$ cat src/rtl/systolic_drain.sv
// ---------------------------------------------------------------------------
// systolic_drain
//
// Purpose:
//   Collects the skewed bottom-row results of a systolic array and turns them
//   into aligned rows.  Column c of a row arrives c*COL_SKEW cycles after
//   column 0, so each column gets a delay line of (COLS-1-c)*COL_SKEW
//   enabled cycles and the row valid gets (COLS-1)*COL_SKEW.  Aligned rows
//   are written into a small FIFO that the consumer drains with a
//   valid/ready handshake.  Each stored row carries a "last row of tile" flag.
//
// Ports:
//   clk        rising-edge clock
//   reset      synchronous, active-high
//   enable     advances the deskew pipeline; low freezes it (no FIFO write)
//   in_valid   column 0 result valid this cycle
//   in_sum     COLS packed result words, column c at [c*DATA_SIZE +: DATA_SIZE]
//   out_valid  FIFO non-empty
//   out_ready  consumer accepts the head row
//   out_row    head aligned row (0 when empty), same packing as in_sum
//   out_last   head row is the last row of a tile (gated by out_valid)
//   overflow   sticky flag: an aligned row was dropped because the FIFO was full
//
// Configuration macro:
//   SYSTOLIC_DRAIN_RELU_EN  when defined, negative (two's complement) column
//                           words are replaced by 0 as the row is written.
// ---------------------------------------------------------------------------
module systolic_drain #(
    parameter int DATA_SIZE     = 32,
    parameter int COLS          = 4,
    parameter int COL_SKEW      = 3,
    parameter int FIFO_DEPTH    = 4,
    parameter int ROWS_PER_TILE = 4
) (
    input  logic                      clk,
    input  logic                      reset,
    input  logic                      enable,
    input  logic                      in_valid,
    input  logic [COLS*DATA_SIZE-1:0] in_sum,
    output logic                      out_valid,
    input  logic                      out_ready,
    output logic [COLS*DATA_SIZE-1:0] out_row,
    output logic                      out_last,
    output logic                      overflow
);

    localparam int ROW_W  = COLS * DATA_SIZE;
    localparam int VLAT   = (COLS - 1) * COL_SKEW;
    localparam int PTR_W  = (FIFO_DEPTH > 1) ? $clog2(FIFO_DEPTH) : 1;
    localparam int CNT_W  = PTR_W + 1;
    localparam int TILE_W = (ROWS_PER_TILE > 1) ? $clog2(ROWS_PER_TILE) : 1;

    logic [ROW_W-1:0] aligned_row;
    logic             aligned_valid;
    logic [ROW_W-1:0] wr_row;

    // -----------------------------------------------------------------------
    // Valid delay line.  The last stage is consumed directly by the FIFO
    // write, so a row started at edge t is written at edge t+VLAT.
    // -----------------------------------------------------------------------
    if (VLAT == 0) begin : g_vpass
        assign aligned_valid = in_valid;
    end else begin : g_vdly
        logic [VLAT-1:0] vld_q;
        logic [VLAT-1:0] vld_d;

        always_comb begin
            vld_d = vld_q;
            if (enable) begin
                vld_d[0] = in_valid;
                for (int i = 1; i < VLAT; i++) begin
                    vld_d[i] = vld_q[i-1];
                end
            end
        end

        always_ff @(posedge clk) begin
            if (reset) begin
                vld_q <= '0;
            end else begin
                vld_q <= vld_d;
            end
        end

        assign aligned_valid = vld_q[VLAT-1];
    end

    // -----------------------------------------------------------------------
    // Per-column data delay lines.  The last column has zero delay: it is
    // taken straight from in_sum on the write edge.
    // -----------------------------------------------------------------------
    for (genvar c = 0; c < COLS; c++) begin : g_col
        localparam int D = (COLS - 1 - c) * COL_SKEW;

        if (D == 0) begin : g_pass
            assign aligned_row[c*DATA_SIZE +: DATA_SIZE] = in_sum[c*DATA_SIZE +: DATA_SIZE];
        end else begin : g_dly
            logic [DATA_SIZE-1:0] dly_q [D];
            logic [DATA_SIZE-1:0] dly_d [D];

            always_comb begin
                dly_d = dly_q;
                if (enable) begin
                    dly_d[0] = in_sum[c*DATA_SIZE +: DATA_SIZE];
                    for (int i = 1; i < D; i++) begin
                        dly_d[i] = dly_q[i-1];
                    end
                end
            end

            always_ff @(posedge clk) begin
                if (reset) begin
                    dly_q <= '{default: '0};
                end else begin
                    dly_q <= dly_d;
                end
            end

            assign aligned_row[c*DATA_SIZE +: DATA_SIZE] = dly_q[D-1];
        end
    end

    // -----------------------------------------------------------------------
    // Row post-processing applied at FIFO write time.
    // -----------------------------------------------------------------------
    always_comb begin
        wr_row = aligned_row;
`ifdef SYSTOLIC_DRAIN_RELU_EN
        for (int c = 0; c < COLS; c++) begin
            if (aligned_row[c*DATA_SIZE + DATA_SIZE - 1]) begin
                wr_row[c*DATA_SIZE +: DATA_SIZE] = '0;
            end
        end
`endif
    end

    // -----------------------------------------------------------------------
    // Aligned-row FIFO with tile framing.
    // -----------------------------------------------------------------------
    logic [ROW_W-1:0]      mem_q [FIFO_DEPTH];
    logic [ROW_W-1:0]      mem_d [FIFO_DEPTH];
    logic [FIFO_DEPTH-1:0] last_q;
    logic [FIFO_DEPTH-1:0] last_d;
    logic [PTR_W-1:0]      wr_ptr_q, wr_ptr_d;
    logic [PTR_W-1:0]      rd_ptr_q, rd_ptr_d;
    logic [CNT_W-1:0]      count_q, count_d;
    logic [TILE_W-1:0]     tile_q, tile_d;
    logic                  overflow_q, overflow_d;

    logic push_req;
    logic push_ok;
    logic pop;
    logic full;

    assign push_req = enable & aligned_valid;
    assign pop      = (count_q != '0) & out_ready;
    assign full     = (count_q == CNT_W'(FIFO_DEPTH));
    // A pop on the same edge frees the slot, so a full FIFO still accepts.
    assign push_ok  = push_req & (~full | pop);

    // Next-state for storage, pointers, count, tile counter and overflow.
    always_comb begin
        mem_d      = mem_q;
        last_d     = last_q;
        wr_ptr_d   = wr_ptr_q;
        rd_ptr_d   = rd_ptr_q;
        count_d    = count_q;
        tile_d     = tile_q;
        overflow_d = overflow_q;

        if (push_ok) begin
            mem_d[wr_ptr_q]  = wr_row;
            last_d[wr_ptr_q] = (tile_q == TILE_W'(ROWS_PER_TILE - 1));
            wr_ptr_d         = wr_ptr_q + PTR_W'(1);
            if (tile_q == TILE_W'(ROWS_PER_TILE - 1)) begin
                tile_d = '0;
            end else begin
                tile_d = tile_q + TILE_W'(1);
            end
        end else if (push_req) begin
            overflow_d = 1'b1;
        end

        if (pop) begin
            rd_ptr_d = rd_ptr_q + PTR_W'(1);
        end

        if (push_ok && !pop) begin
            count_d = count_q + CNT_W'(1);
        end else if (!push_ok && pop) begin
            count_d = count_q - CNT_W'(1);
        end
    end

    // Control state; reset has priority over every other action.
    always_ff @(posedge clk) begin
        if (reset) begin
            wr_ptr_q   <= '0;
            rd_ptr_q   <= '0;
            count_q    <= '0;
            tile_q     <= '0;
            overflow_q <= 1'b0;
        end else begin
            wr_ptr_q   <= wr_ptr_d;
            rd_ptr_q   <= rd_ptr_d;
            count_q    <= count_d;
            tile_q     <= tile_d;
            overflow_q <= overflow_d;
        end
    end

    // Storage needs no reset: every read is gated by the count.
    always_ff @(posedge clk) begin
        mem_q  <= mem_d;
        last_q <= last_d;
    end

    assign out_valid = (count_q != '0);
    assign out_row   = out_valid ? mem_q[rd_ptr_q] : '0;
    assign out_last  = out_valid & last_q[rd_ptr_q];
    assign overflow  = overflow_q;

endmodule

$ cat config.mk
export PLATFORM = sky130hd
export DESIGN_NAME = systolic_drain
export DESIGN_NICKNAME = d
export VERILOG_FILES = /design/src/rtl/systolic_drain.sv
export SDC_FILE = /design/constraint.sdc
export NUM_CORES = 1
export LEC_CHECK = 0
export ABC_CLOCK_PERIOD_IN_PS = 10800
export BUFFER_PORTS_ARGS = -buffer_cell sky130_fd_sc_hd__buf_2
export CAP_MARGIN = 10
export CORE_MARGIN = 3
export CORE_UTILIZATION = 61
export DETAILED_ROUTE_END_ITERATION = 16
export PLACE_DENSITY = 0.8
export SLEW_MARGIN = 20
export SYNTH_ARGS = -nofsm -noshare
export SYNTH_HDL_FRONTEND = slang
export SYNTH_SLANG_ARGS = --single-unit
$ cat constraint.sdc
create_clock -name clk -period 10.8 [get_ports clk]
set_input_delay 2.7 -clock clk [delete_from_list [all_inputs] [get_ports clk]]
set_output_delay 2.7 -clock clk [all_outputs]
set_load 0.02 [all_outputs]
==> Flow_metrics.wiki, run 1 <==
{| class="wikitable"
! Metric !! Value
|-
| Worst setup path startpoint || rd_ptr_q[1]
|-
| Switching power share of the total || 22.1%
|-
| Largest vdd supply drop || 0.149 mV
|-
| Pre-CTS worst setup slack || 4.82 ns
|-
| Max Clock Freq || 165 MHz
|-
| Count of different cell masters after synthesis || 25
|-
| Cell Int Power || 6810 uW
|-
| Crit path DAT || approximately 3.4 ns
|-
| Share of the clock period used by the worst path || 56.1%
|-
| Crit-path max FO || between 50 and 60
|-
| Critical Path End || out_row[54]
|-
| Mean cell area of the mapped netlist || 14.6 um2
|-
| Flip-flop and latch count after synthesis || 1,111
|-
| FFs w/ async S/R, synth || 0%
|-
| Global-route wire length before repair || 124,000 um
|-
| Sequential fraction of design power || 51.1%
|-
| Antenna violations before repair || 5
|-
| Clock latency at the later pin of the worst-skew pair || 0.65 ns
|-
| Most used flip-flop cell after synthesis || sky130_fd_sc_hd__dfxtp_1
|-
| Net switching power of the design || 1930 uW
|-
| Data required time of the critical path || ~8.1 ns
|-
| CTS tree || yes
|-
| Sum of negative setup slack || 0 ns
|-
| Clk pwr share || between 40% and 50%
|-
| Largest net degree at the start of global routing || around 250
|-
| Die footprint || 69,300 um2
|-
| Buffer type at the clock tree root || sky130_fd_sc_hd__clkbuf_16
|-
| Area added between synthesis and finish || 13.3%
|-
| Placer's final routability congestion estimate || roughly 0.75
|-
| Synth Net Count || 2,903
|-
| Total global routing track utilization || 22.5%
|-
| Commonest non-fill, non-tap cells in the layout || sky130_fd_sc_hd__dfxtp_1, sky130_fd_sc_hd__nor2_1, sky130_fd_sc_hd__mux2i_1
|-
| Sequential element share of the synthesized area || 67.9%
|-
| Max-Cap Viols || 0
|-
| Cell depth of the worst flop-to-flop path || 4
|-
| Die width || 263 um
|-
| Clock buffer depth || 3
|-
| Wire length per cell || 19.9 um
|-
| Cell row count || 93
|-
| Detailed-router iteration count before antenna repair || 6
|-
| Count of warnings emitted by yosys || 0
|-
| Unrepaired setup endpoints after global routing || no
|-
| Post-layout min period || approximately 6.1 ns
|-
| EDFF count, synth || 516
|-
| Fraction of layout instances using a drive strength above 1 || between 10% and 20%
|-
| DRC violations left || 0
|-
| Number of antenna-violating nets in the routed design || 0
|-
| Initial Utilization || ~62%
|-
| Reg-to-reg critical path endpoint || mem_q[495]
|-
| Inst Count DP || 3,724
|-
| Leakage || 0.0183 uW
|-
| Number of buffers added by the clock tree synthesis step || 106
|-
| FF-to-FF setup slack || around 8 ns
|-
| Slew Viols, Final || 0
|-
| Via total after detailed routing || 21,679
|-
| Average vias per placed instance || 5.52
|-
| # clock sinks || about 1,100
|-
| Synthesized instance count || 2,763
|-
| Post-Route WL || around 80,000 um
|-
| Number of global-route vias before repair || 22,473
|-
| Number of hold violations in the final report || 0
|-
| Worst hold path class || flop to flop
|-
| Count of final setup violators || 0
|-
| Final global-route overflow total || 0
|-
| Synth Cell Area || a little over 40,000 um2
|-
| Final layout net count || 3,117
|-
| Max-slew headroom at the worst pin || 20.5%
|-
| Post-CTS Repair Setup Buffers || 0
|-
| Gate power share || 7.3%
|-
| Clock transition at the registers of the reported paths || 0.06 ns
|-
| Starting DRT DRC Count || between 1,500 and 2,000
|-
| Post-cts sizing count || 0
|-
| Launching point of the worst reg2reg path || count_q[0]
|-
| Kind of launch point of the worst setup path || flop
|-
| Commonest non-fill, non-tap cell in the layout || sky130_fd_sc_hd__dfxtp_1
|-
| Setup skew after layout || 0.0262 ns
|-
| Height of the chip || 263 um
|-
| Final std cells w/o fill || just under 4,000
|-
| Placed wire-length estimate || 46,700 um
|-
| Power per Cell Area || around 190 nW/um2
|-
| Endpoint class of the critical path || output pin
|-
| Number of H-tree branching levels || 3
|-
| Final worst-path setup slack || around 4.7 ns
|-
| Crit path kind || flop to output pin
|-
| Core footprint || 64,900 um2
|-
| Tightest Pin Transition || 1.19 ns
|-
| CTS hold repair buffers || 0
|-
| Status || finished, final reports clean
|-
| Number of top-level pins || 264
|-
| Port Buffer Count || around 260
|}
==> registers in the layout (all words and copies together) (netlist names) <==
register,count
count_q,3
aligned_row,96
g_vdly.vld_q,9
wr_ptr_q,2
overflow,1
mem_q,512
g_col.g_dly.dly_q,480
tile_q,2
rd_ptr_q,2
last_q,4
==> power by group through the flow <==
stage                     sequential, uW  combinational (uW)  clock (uW)
after global routing                4470                 685        3860
after CTS                           4470                 647        3700
after detailed placement            4560                 643           0
after global placement              4560                 629           0
final                               4470                 639        3640
after floorplan                     4530                 465           0
==> synth_stat cells (2+ instances only) <==
library cell / number / area (um2)
sky130_fd_sc_hd__buf_6: 10 / 113
sky130_fd_sc_hd__edfxtp_1: 516 / 15500
sky130_fd_sc_hd__or3_1: 2 / 12.5
sky130_fd_sc_hd__ha_1: 6 / 75.1
sky130_fd_sc_hd__buf_2: 80 / 400
sky130_fd_sc_hd__and2_1: 130 / 813
sky130_fd_sc_hd__xor2_1: 4 / 35.0
sky130_fd_sc_hd__dfxtp_1: 595 / 11900
sky130_fd_sc_hd__and3_1: 4 / 25.0
sky130_fd_sc_hd__a21oi_1: 6 / 30.0
sky130_fd_sc_hd__mux4_2: 129 / 2910
sky130_fd_sc_hd__buf_1: 2 / 7.51
sky130_fd_sc_hd__o21ai_0: 5 / 25.0
sky130_fd_sc_hd__nand3_1: 3 / 15.0
sky130_fd_sc_hd__clkbuf_1: 84 / 315
sky130_fd_sc_hd__inv_1: 3 / 11.3
sky130_fd_sc_hd__mux2i_1: 586 / 5870
sky130_fd_sc_hd__nor2_1: 591 / 2220
==> layout make-up <==
cell class,count,area (um2)
sequential,1111,27400
fill,4194,19200
multi-input combinational,1473,12100
clock buffer,140,2980
timing repair buffer,282,1600
tap,855,1070
clock inverter,58,503
inverter,3,11.3
antenna,3,7.51
==> per-layer routing <==
metal,up-vias,wire [um],track usage (%)
met5,-,9,0
li1,10309,-,-
met3,132,3720,3.68
met2,514,41100,40.1
met1,10722,30800,27.4
met4,2,2620,8.75
==> cell families after synthesis <==
logic type / count (synthesis) / synth area share (%)
and+or+nand+nor: 734 / 7.73
DFF: 1111 / 67.9
AOI/OAI and AO/OA: 13 / 0.177
buffers and inverters: 179 / 2.10
muxes: 715 / 21.7
adders and majority gates: 7 / 0.236
xor gates and xnor gates: 4 / 0.0868
==> worst min-delay path by stage <==
stage | startpoint | to | slack [ns] | depth (start not counted)
floorplan | tile_q[1] | tile_q[1] | 0.46 | 2
global placement | tile_q[1] | tile_q[1] | 0.46 | 2
detailed placement | g_col[1].g_dly.dly_q[90] | g_col[1].g_dly.dly_q[90] | 0.48 | 2
CTS | g_col[0].g_dly.dly_q[220] | g_col[0].g_dly.dly_q[188] | 0.48 | 2
global route | g_col[1].g_dly.dly_q[136] | g_col[1].g_dly.dly_q[136] | 0.52 | 2
finish | g_col[0].g_dly.dly_q[126] | g_col[0].g_dly.dly_q[94] | 0.49 | 2
==> worst max-delay path, stage by stage, from the launching register on <==
cell and delay (ns):
sky130_fd_sc_hd__dfxtp_4 0.78, sky130_fd_sc_hd__buf_16 0.30, sky130_fd_sc_hd__buf_4 0.73, sky130_fd_sc_hd__mux4_2 0.44
sky130_fd_sc_hd__and2_1 0.21, sky130_fd_sc_hd__buf_2 0.17
==> metrics by stage <==
step | power (uW) | hold WS (ns) | cell area, um2 | utilization, %
global placement | 5190 | 0.465 | 42100 | 64.9
global route | 9010 | 0.515 | 45700 | 70.4
CTS | 8820 | 0.483 | 45700 | 70.4
detailed placement | 5200 | 0.480 | 42200 | 65.0
finish | 8740 | 0.486 | 45700 | 70.4
floorplan | 4990 | 0.458 | 40300 | -
No activity file was read; power rests on OpenSTA's default activity.
==> inputs of run 2 (changes only) <==
--- a/config.mk
+++ b/config.mk
@@ -5,13 +5,13 @@
 export SDC_FILE = /design/constraint.sdc
 export NUM_CORES = 1
 export LEC_CHECK = 0
-export ABC_CLOCK_PERIOD_IN_PS = 10800
+export ABC_CLOCK_PERIOD_IN_PS = 5950
 export BUFFER_PORTS_ARGS = -buffer_cell sky130_fd_sc_hd__buf_2
 export CAP_MARGIN = 10
 export CORE_MARGIN = 3
-export CORE_UTILIZATION = 61
+export CORE_UTILIZATION = 60
 export DETAILED_ROUTE_END_ITERATION = 16
-export PLACE_DENSITY = 0.8
+export PLACE_DENSITY = 0.79
 export SLEW_MARGIN = 20
 export SYNTH_ARGS = -nofsm -noshare
 export SYNTH_HDL_FRONTEND = slang
==> constraint.sdc (replaced) <==
create_clock -name clk -period 5.95 [get_ports clk]
set_input_delay 1.4875 -clock clk [delete_from_list [all_inputs] [get_ports clk]]
set_output_delay 1.4875 -clock clk [all_outputs]
set_load 0.02 [all_outputs]
==> run 2 against run 1 <==
- clock skew decreased by 0.012 ns
- register-to-register slack got worse by 4.4 ns
- final cell count increased by 0.28%
- combinational power increased by 80%
- via count decreased by 0.13%
- highest routed layer unchanged
==> Flow_metrics.wiki, run 2 (synthesis results as in run 1) <==
{| class="wikitable"
! Metric !! Value
|-
| Final worst-path setup slack || 1.61 ns (-3.13 ns)
|-
| Number of hold violations in the final report || 0 (unchanged)
|-
| CP max stage delay || 0.82 ns (+0.04 ns)
|-
| Final global-route overflow total || 0 (unchanged)
|-
| Launching point of the worst reg2reg path || count_q[0]
|-
| Tightest Pin Transition || 1.06 ns (-0.133 ns)
|-
| Clock latency at the later pin of the worst-skew pair || 0.65 ns (about the same)
|-
| Port Buffer Count || 263 (unchanged)
|-
| Number of global-route vias before repair || 22,303 (-0.76%)
|-
| Instance count along the most critical hold path || 2 (unchanged)
|-
| Pre-CTS worst setup slack || 1.74 ns (-3.08 ns)
|-
| Global-route wire length before repair || 121,000 um (-2.2%)
|-
| Number of top-level pins || 264 (unchanged)
|-
| Fraction of layout instances using a drive strength above 1 || 19.0% (+0.073 points)
|-
| Register containing the most flip-flops in the final layout || mem_q
|-
| Buffer type at the clock tree root || sky130_fd_sc_hd__clkbuf_16
|-
| Clock transition at the registers of the reported paths || 0.06 ns (about the same)
|-
| Setup skew after layout || 0.0143 ns (-0.0119 ns)
|-
| Slew Viols, Final || 0 (unchanged)
|-
| Total global routing track utilization || 21.7% (-0.80 points)
|-
| # clock sinks || 1,111 (unchanged)
|-
| Crit-path max FO || 86 (+59%)
|-
| Die width || 265 um (+0.81%)
|-
| Average vias per placed instance || 5.50 (-0.41%)
|-
| CTS tree || yes
|-
| Antenna violations before repair || 4 (-1)
|-
| Status || finished, final reports clean
|-
| Post-cts sizing count || 0 (unchanged)
|-
| Largest vdd supply drop || 0.289 mV (+95%)
|-
| Largest net degree at the start of global routing || 159 (-37%)
|-
| Worst hold path class || flop to flop
|-
| Total power || 15,900 uW (+82%)
|-
| Worst Min Path Start || g_col[1].g_dly.dly_q[142]
|-
| Fraction of the core area covered by cells at the end of the flow || 69.2% (-1.2 points)
|-
| Commonest non-fill, non-tap cells in the layout || sky130_fd_sc_hd__dfxtp_1, sky130_fd_sc_hd__nor2_1, sky130_fd_sc_hd__mux2i_1
|-
| Crit path kind || flop to output pin
|-
| Final layout net count || 3,118 (+0.032%)
|-
| Largest register FFs || 512 (unchanged)
|-
| Worst setup path startpoint || rd_ptr_q[1]
|-
| Via total after detailed routing || 21,651 (-0.13%)
|-
| Height of the chip || 265 um (+0.81%)
|-
| Finished Cell Area || 45,800 um2 (+0.26%)
|-
| Crit-path slowest cell || sky130_fd_sc_hd__dfxtp_4
|-
| Ordered cell list for the critical path || buf_12 > mux4_2 > and2_1 > buf_2
|-
| Cell Area, Placed || 42,300 um2 (+0.12%)
|-
| Cell row count || 94 (+1.1%)
|-
| Power per Cell Area || 347 nW/um2 (+81%)
|-
| Commonest non-fill, non-tap cell in the layout || sky130_fd_sc_hd__dfxtp_1
|-
| Count of final setup violators || 0 (unchanged)
|-
| Number of H-tree branching levels || 3 (unchanged)
|-
| Wire length per cell || 19.3 um (-3.4%)
|-
| Number of filler instances in the final layout || 4,369 (+4.2%)
|-
| Unrepaired setup endpoints after global routing || no
|-
| Starting DRT DRC Count || 1,331 (-17%)
|-
| Placer's final routability congestion estimate || 0.746 (-0.44%)
|-
| Area added between synthesis and finish || 13.6%
|-
| Clock buffer depth || 3 (unchanged)
|-
| Data required time of the critical path || 4.46 ns (-3.64 ns)
|-
| Crit path DAT || 2.85 ns (-0.51 ns)
|-
| Initial Utilization || 60.9% (-1.2 points)
|-
| Endpoint class of the critical path || output pin
|-
| Cell depth of the worst flop-to-flop path || 3 (-1)
|-
| Number of antenna-violating nets in the routed design || 0 (unchanged)
|-
| Post-CTS Repair Setup Buffers || 0 (unchanged)
|-
| Leakage || 0.0184 uW (+0.38%)
|-
| Kind of launch point of the worst setup path || flop
|-
| Post-Route WL || 75,800 um (-3.2%)
|-
| Detailed-router iteration count before antenna repair || 5 (-1)
|-
| Core footprint || 66,200 um2 (+2.0%)
|-
| Sum of negative setup slack || 0 ns (unchanged)
|-
| Placed wire-length estimate || 44,500 um (-4.6%)
|-
| DRC violations left || 0 (unchanged)
|-
| Max-Cap Viols || 0 (unchanged)
|-
| Die footprint || 70,400 um2 (+1.6%)
|-
| Max-slew headroom at the worst pin || 29.4% (+8.9 points)
|-
| Post-layout min period || 4.34 ns
|-
| CTS hold repair buffers || 0 (unchanged)
|-
| Share of the clock period used by the worst path || 72.9%
|-
| Number of buffers added by the clock tree synthesis step || 106 (unchanged)
|-
| Max Clock Freq || 231 MHz
|}
[run 2: cell count changes in the layout (fill, tap and decap cells not counted), sizes merged]
cell	delta
buf	+1
bufinv	-4
clkbuf	+19
clkinv	-11
clkinvlp	-7
diode	-2
inv	+6
[run 2: worst paths after layout]
path                                    end  slack, ns
setup / recovery                out_row[80]       1.61
hold reg to reg   g_col[1].g_dly.dly_q[110]       0.49
hold / removal    g_col[1].g_dly.dly_q[110]       0.49
setup reg to reg                  mem_q[93]       3.47
[run 2: power by group]
| part | internal, uW | total [uW] | switching, uW |
|---|---|---|---|
| combinational | 478 | 1150 | 677 |
| sequential | 8020 | 8090 | 64.8 |
| clock | 3920 | 6660 | 2740 |
| total | 12400 | 15900 | 3480 |
[run 2: layout make-up]
| class | instances | area [um2] | share of cell area [%] |
|---|---|---|---|
| repair buffers | 283 | 1640 | 3.57 |
| well taps | 864 | 1080 | 2.36 |
| flip-flops and latches | 1111 | 27400 | 59.8 |
| clock buffers | 159 | 3220 | 7.03 |
| inverters | 3 | 11.3 | 0.0246 |
| clock inverters | 42 | 342 | 0.745 |
| diodes | 1 | 2.50 | 0.00546 |
| multi-input cells | 1473 | 12100 | 26.4 |
[run 2: through the flow]
step                std cells  hold WS [ns]
finish                   3936         0.489
global route             3936         0.510
floorplan                2763         0.458
CTS                      3935         0.489
global placement         3734         0.455
detailed placement       3734         0.479
[run 2: per-layer routing]
metal | track usage (%) | up-vias | wire (um)
met2 | 40.0 | 436 | 40700
met4 | 7.76 | 2 | 2390
met1 | 25.6 | 10755 | 29700
met5 | 0 | - | 13
met3 | 3.46 | 142 | 2990
li1 | - | 10316 | -
[run 2: worst max-delay path, delay by kind of cell, from the launching register on]
| kind | cells | cell delay, ns |
|---|---|---|
| AND/OR/NAND/NOR | 1 | 0.18 |
| multiplexers | 1 | 0.44 |
| buffers and inverters | 2 | 0.65 |
| flip-flops | 1 | 0.82 |
==> inputs of run 3 (changes only) <==
--- a/config.mk
+++ b/config.mk
@@ -5,13 +5,13 @@
 export SDC_FILE = /design/constraint.sdc
 export NUM_CORES = 1
 export LEC_CHECK = 0
-export ABC_CLOCK_PERIOD_IN_PS = 5950
+export ABC_CLOCK_PERIOD_IN_PS = 3650
 export BUFFER_PORTS_ARGS = -buffer_cell sky130_fd_sc_hd__buf_2
 export CAP_MARGIN = 10
 export CORE_MARGIN = 3
-export CORE_UTILIZATION = 60
+export CORE_UTILIZATION = 54
 export DETAILED_ROUTE_END_ITERATION = 16
-export PLACE_DENSITY = 0.79
+export PLACE_DENSITY = 0.75
 export SLEW_MARGIN = 20
 export SYNTH_ARGS = -nofsm -noshare
 export SYNTH_HDL_FRONTEND = slang
==> constraint.sdc (replaced) <==
create_clock -name clk -period 3.65 [get_ports clk]
set_input_delay 0.9125 -clock clk [delete_from_list [all_inputs] [get_ports clk]]
set_output_delay 0.9125 -clock clk [all_outputs]
set_load 0.02 [all_outputs]
==> run 3 against run 2 <==
- count of clock-buffer cells in the layout decreased by 21
- worst setup slack worse by 1.4 ns
- total power grew 67%
- hold slack worse by 0.0054 ns
- combinational power up 68%
- routed wire length grew 4.9%
- highest routed layer unchanged
- largest cell class unchanged
- sequential share of layout area shrank 0.84 points
- sequential power rose by 63%
- utilization fell by 5.9 points
- die area grew 11%
==> Flow_metrics.wiki, run 3 (synthesis results as in run 1) <==
{| class="wikitable"
! Metric !! Value
|-
| Crit path kind || flop to output pin
|-
| Via total after detailed routing || 21,737 (+0.40%)
|-
| Die width || 279 um (+5.3%)
|-
| Worst hold path class || primary input to flop
|-
| Crit-path slowest cell || sky130_fd_sc_hd__mux4_2
|-
| Data required time of the critical path || 2.74 ns (-1.72 ns)
|-
| Number of antenna-violating nets in the routed design || 0 (unchanged)
|-
| Area added between synthesis and finish || 15.2%
|-
| Average vias per placed instance || 5.36 (-2.6%)
|-
| Commonest non-fill, non-tap cell in the layout || sky130_fd_sc_hd__dfxtp_1
|-
| Total buffers and inverters traversed by the critical path || 2 (unchanged)
|-
| Antenna violations before repair || 6 (+2)
|-
| Slew Viols, Final || 0 (unchanged)
|-
| Unrepaired setup endpoints after global routing || no
|-
| Final layout net count || 3,144 (+0.83%)
|-
| Status || finished, final reports clean
|-
| Largest vdd supply drop || 0.391 mV (+35%)
|-
| Post-Route WL || 79,500 um (+4.9%)
|-
| Launching point of the worst reg2reg path || count_q[0]
|-
| CP max stage delay || 0.56 ns (-0.26 ns)
|-
| Register containing the most flip-flops in the final layout || mem_q
|-
| Buffer type at the clock tree root || sky130_fd_sc_hd__clkbuf_16
|-
| Largest register FFs || 512 (unchanged)
|-
| Clock buffer depth || 3 (unchanged)
|-
| Commonest non-fill, non-tap cells in the layout || sky130_fd_sc_hd__dfxtp_1, sky130_fd_sc_hd__nor2_1, sky130_fd_sc_hd__mux2i_1
|-
| Setup skew after layout || 0.0194 ns (+0.00505 ns)
|-
| Cell row count || 99 (+5.3%)
|-
| Final global-route overflow total || 0 (unchanged)
|-
| Wire length per cell || 19.6 um (+1.7%)
|-
| Total global routing track utilization || 20.5% (-1.2 points)
|-
| Number of hold violations in the final report || 0 (unchanged)
|-
| Kind of launch point of the worst setup path || flop
|-
| Tightest Pin Transition || 0.953 ns (-0.106 ns)
|-
| Height of the chip || 279 um (+5.3%)
|-
| Largest net degree at the start of global routing || 163 (+2.5%)
|-
| Placer's final routability congestion estimate || 0.733 (-1.8%)
|-
| DRC violations left || 0 (unchanged)
|-
| Clock latency at the later pin of the worst-skew pair || 0.66 ns (about the same)
|-
| Reg-to-reg critical path endpoint || count_q[2]
|-
| Sum of negative setup slack || 0 ns (unchanged)
|-
| Delay-heaviest family, CP || buffers and inverters
|-
| Post-CTS Repair Setup Buffers || 0 (unchanged)
|-
| Number of global-route vias before repair || 22,440 (+0.61%)
|-
| Instance count along the most critical hold path || 1 (-1)
|-
| Core footprint || 73,500 um2 (+11%)
|-
| CTS hold repair buffers || 0 (unchanged)
|-
| Crit-path max FO || 48 (-44%)
|-
| Port Buffer Count || 263 (unchanged)
|-
| Max-Cap Viols || 0 (unchanged)
|-
| Leakage || 0.0186 uW (+1.3%)
|-
| Worst Min Path Start || in_sum[111]
|-
| CTS tree || yes
|-
| Global-route wire length before repair || 126,000 um (+4.3%)
|-
| Cell depth of the worst flop-to-flop path || 8 (+5)
|-
| Die footprint || 78,000 um2 (+11%)
|-
| Number of top-level pins || 264 (unchanged)
|-
| Max-slew headroom at the worst pin || 36.5% (+7.1 points)
|-
| Post-layout min period || 3.44 ns
|-
| Placed wire-length estimate || 49,400 um (+11%)
|-
| Endpoint class of the critical path || output pin
|-
| Worst hold endpoint || mem_q[239]
|-
| Worst setup path startpoint || rd_ptr_q[0]
|-
| FF-to-FF setup slack || 1.40 ns (-2.07 ns)
|-
| Share of the clock period used by the worst path || a little over nine tenths
|-
| Ordered cell list for the critical path || buf_12 > mux4_2 > and2_1 > buf_2
|-
| Count of final setup violators || 0 (unchanged)
|-
| Post-cts sizing count || 0 (unchanged)
|-
| Hold WS || 0.483 ns (-0.00535 ns)
|-
| Max Clock Freq || between 200 and 300 MHz
|-
| Starting DRT DRC Count || 1,536 (+15%)
|-
| Fraction of layout instances using a drive strength above 1 || 20.1% (+1.0 points)
|-
| # clock sinks || 1,111 (unchanged)
|-
| Number of buffers added by the clock tree synthesis step || 108 (+1.9%)
|-
| Crit path DAT || 2.53 ns (-0.32 ns)
|-
| Clock transition at the registers of the reported paths || 0.06 ns (about the same)
|-
| Detailed-router iteration count before antenna repair || 5 (unchanged)
|-
| Initial Utilization || 54.9% (-6.0 points)
|-
| Power per Cell Area || 570 nW/um2 (+64%)
|-
| Number of H-tree branching levels || 3 (unchanged)
|}
[run 3: cell count changes in the layout (fill, tap and decap cells not counted), sizes merged]
| cell | previous run | this run |
|---|---|---|
| bufinv | 4 | 13 |
| buf | 283 | 307 |
| diode | 1 | 4 |
| clkinvlp | 0 | 7 |
| clkinv | 31 | 33 |
| clkbuf | 159 | 138 |
| inv | 10 | 13 |
[run 3: how the worst max path moves through the flow]
stage | to | slack, ns | cells after the start
floorplan | last_q[0] | 0.19 | 4
global placement | mem_q[372] | 0.83 | 4
detailed placement | mem_q[372] | 0.77 | 4
CTS | out_row[36] | 0.09 | 4
global route | out_row[36] | 0.03 | 4
finish | out_row[16] | 0.21 | 4
[run 3: through the flow]
step / instance area, um2 / util (%) / worst slack [ns] / total power [uW] / cells
final: 46500 / 63.3 / 0.205 / 26500 / 4058
after CTS: 46400 / 63.2 / 0.0930 / 26800 / 4053
after floorplan: 40400 / - / 0.192 / 14800 / 2763
after detailed placement: 42700 / 58.2 / 0.775 / 15400 / 3852
after global placement: 42700 / 58.2 / 0.835 / 15400 / 3852
after global routing: 46500 / 63.3 / 0.0290 / 27500 / 4057
[run 3: cell type report]
cell class              instances  area [um2]
clock inverters                63         711
repair buffers                307        2000
flip-flops and latches       1111       27400
multi-input cells            1473       12100
clock buffers                 138        3010
inverters                       3        11.3
well taps                     959        1200
fillers                      5315       27000
diodes                          4        10.0
[run 3: worst reg2reg max path, cell delays in order (launching register included)]
cell and delay (ns):
sky130_fd_sc_hd__dfxtp_1 0.39, sky130_fd_sc_hd__nor4b_2 0.60, sky130_fd_sc_hd__nor2_1 0.12, sky130_fd_sc_hd__ha_1 0.25, sky130_fd_sc_hd__inv_1 0.07, sky130_fd_sc_hd__fa_1 0.18
sky130_fd_sc_hd__xor2_1 0.09, sky130_fd_sc_hd__or3_1 0.31, sky130_fd_sc_hd__a21oi_1 0.16
[run 3: where the power goes]
group / switching (uW) / internal, uW
Clock: 4620 / 6780
Sequential: 105 / 13100
Combinational: 1110 / 817
Total: 5840 / 20700
[run 3: routing by layer]
metal,global-route usage (%),share of wire [%],up-vias
met1,26.4,42,10784
met2,36.0,52,448
met4,6.32,2.3,2
li1,-,-,10393
met3,3.13,4.5,110
met5,0,0.015,-
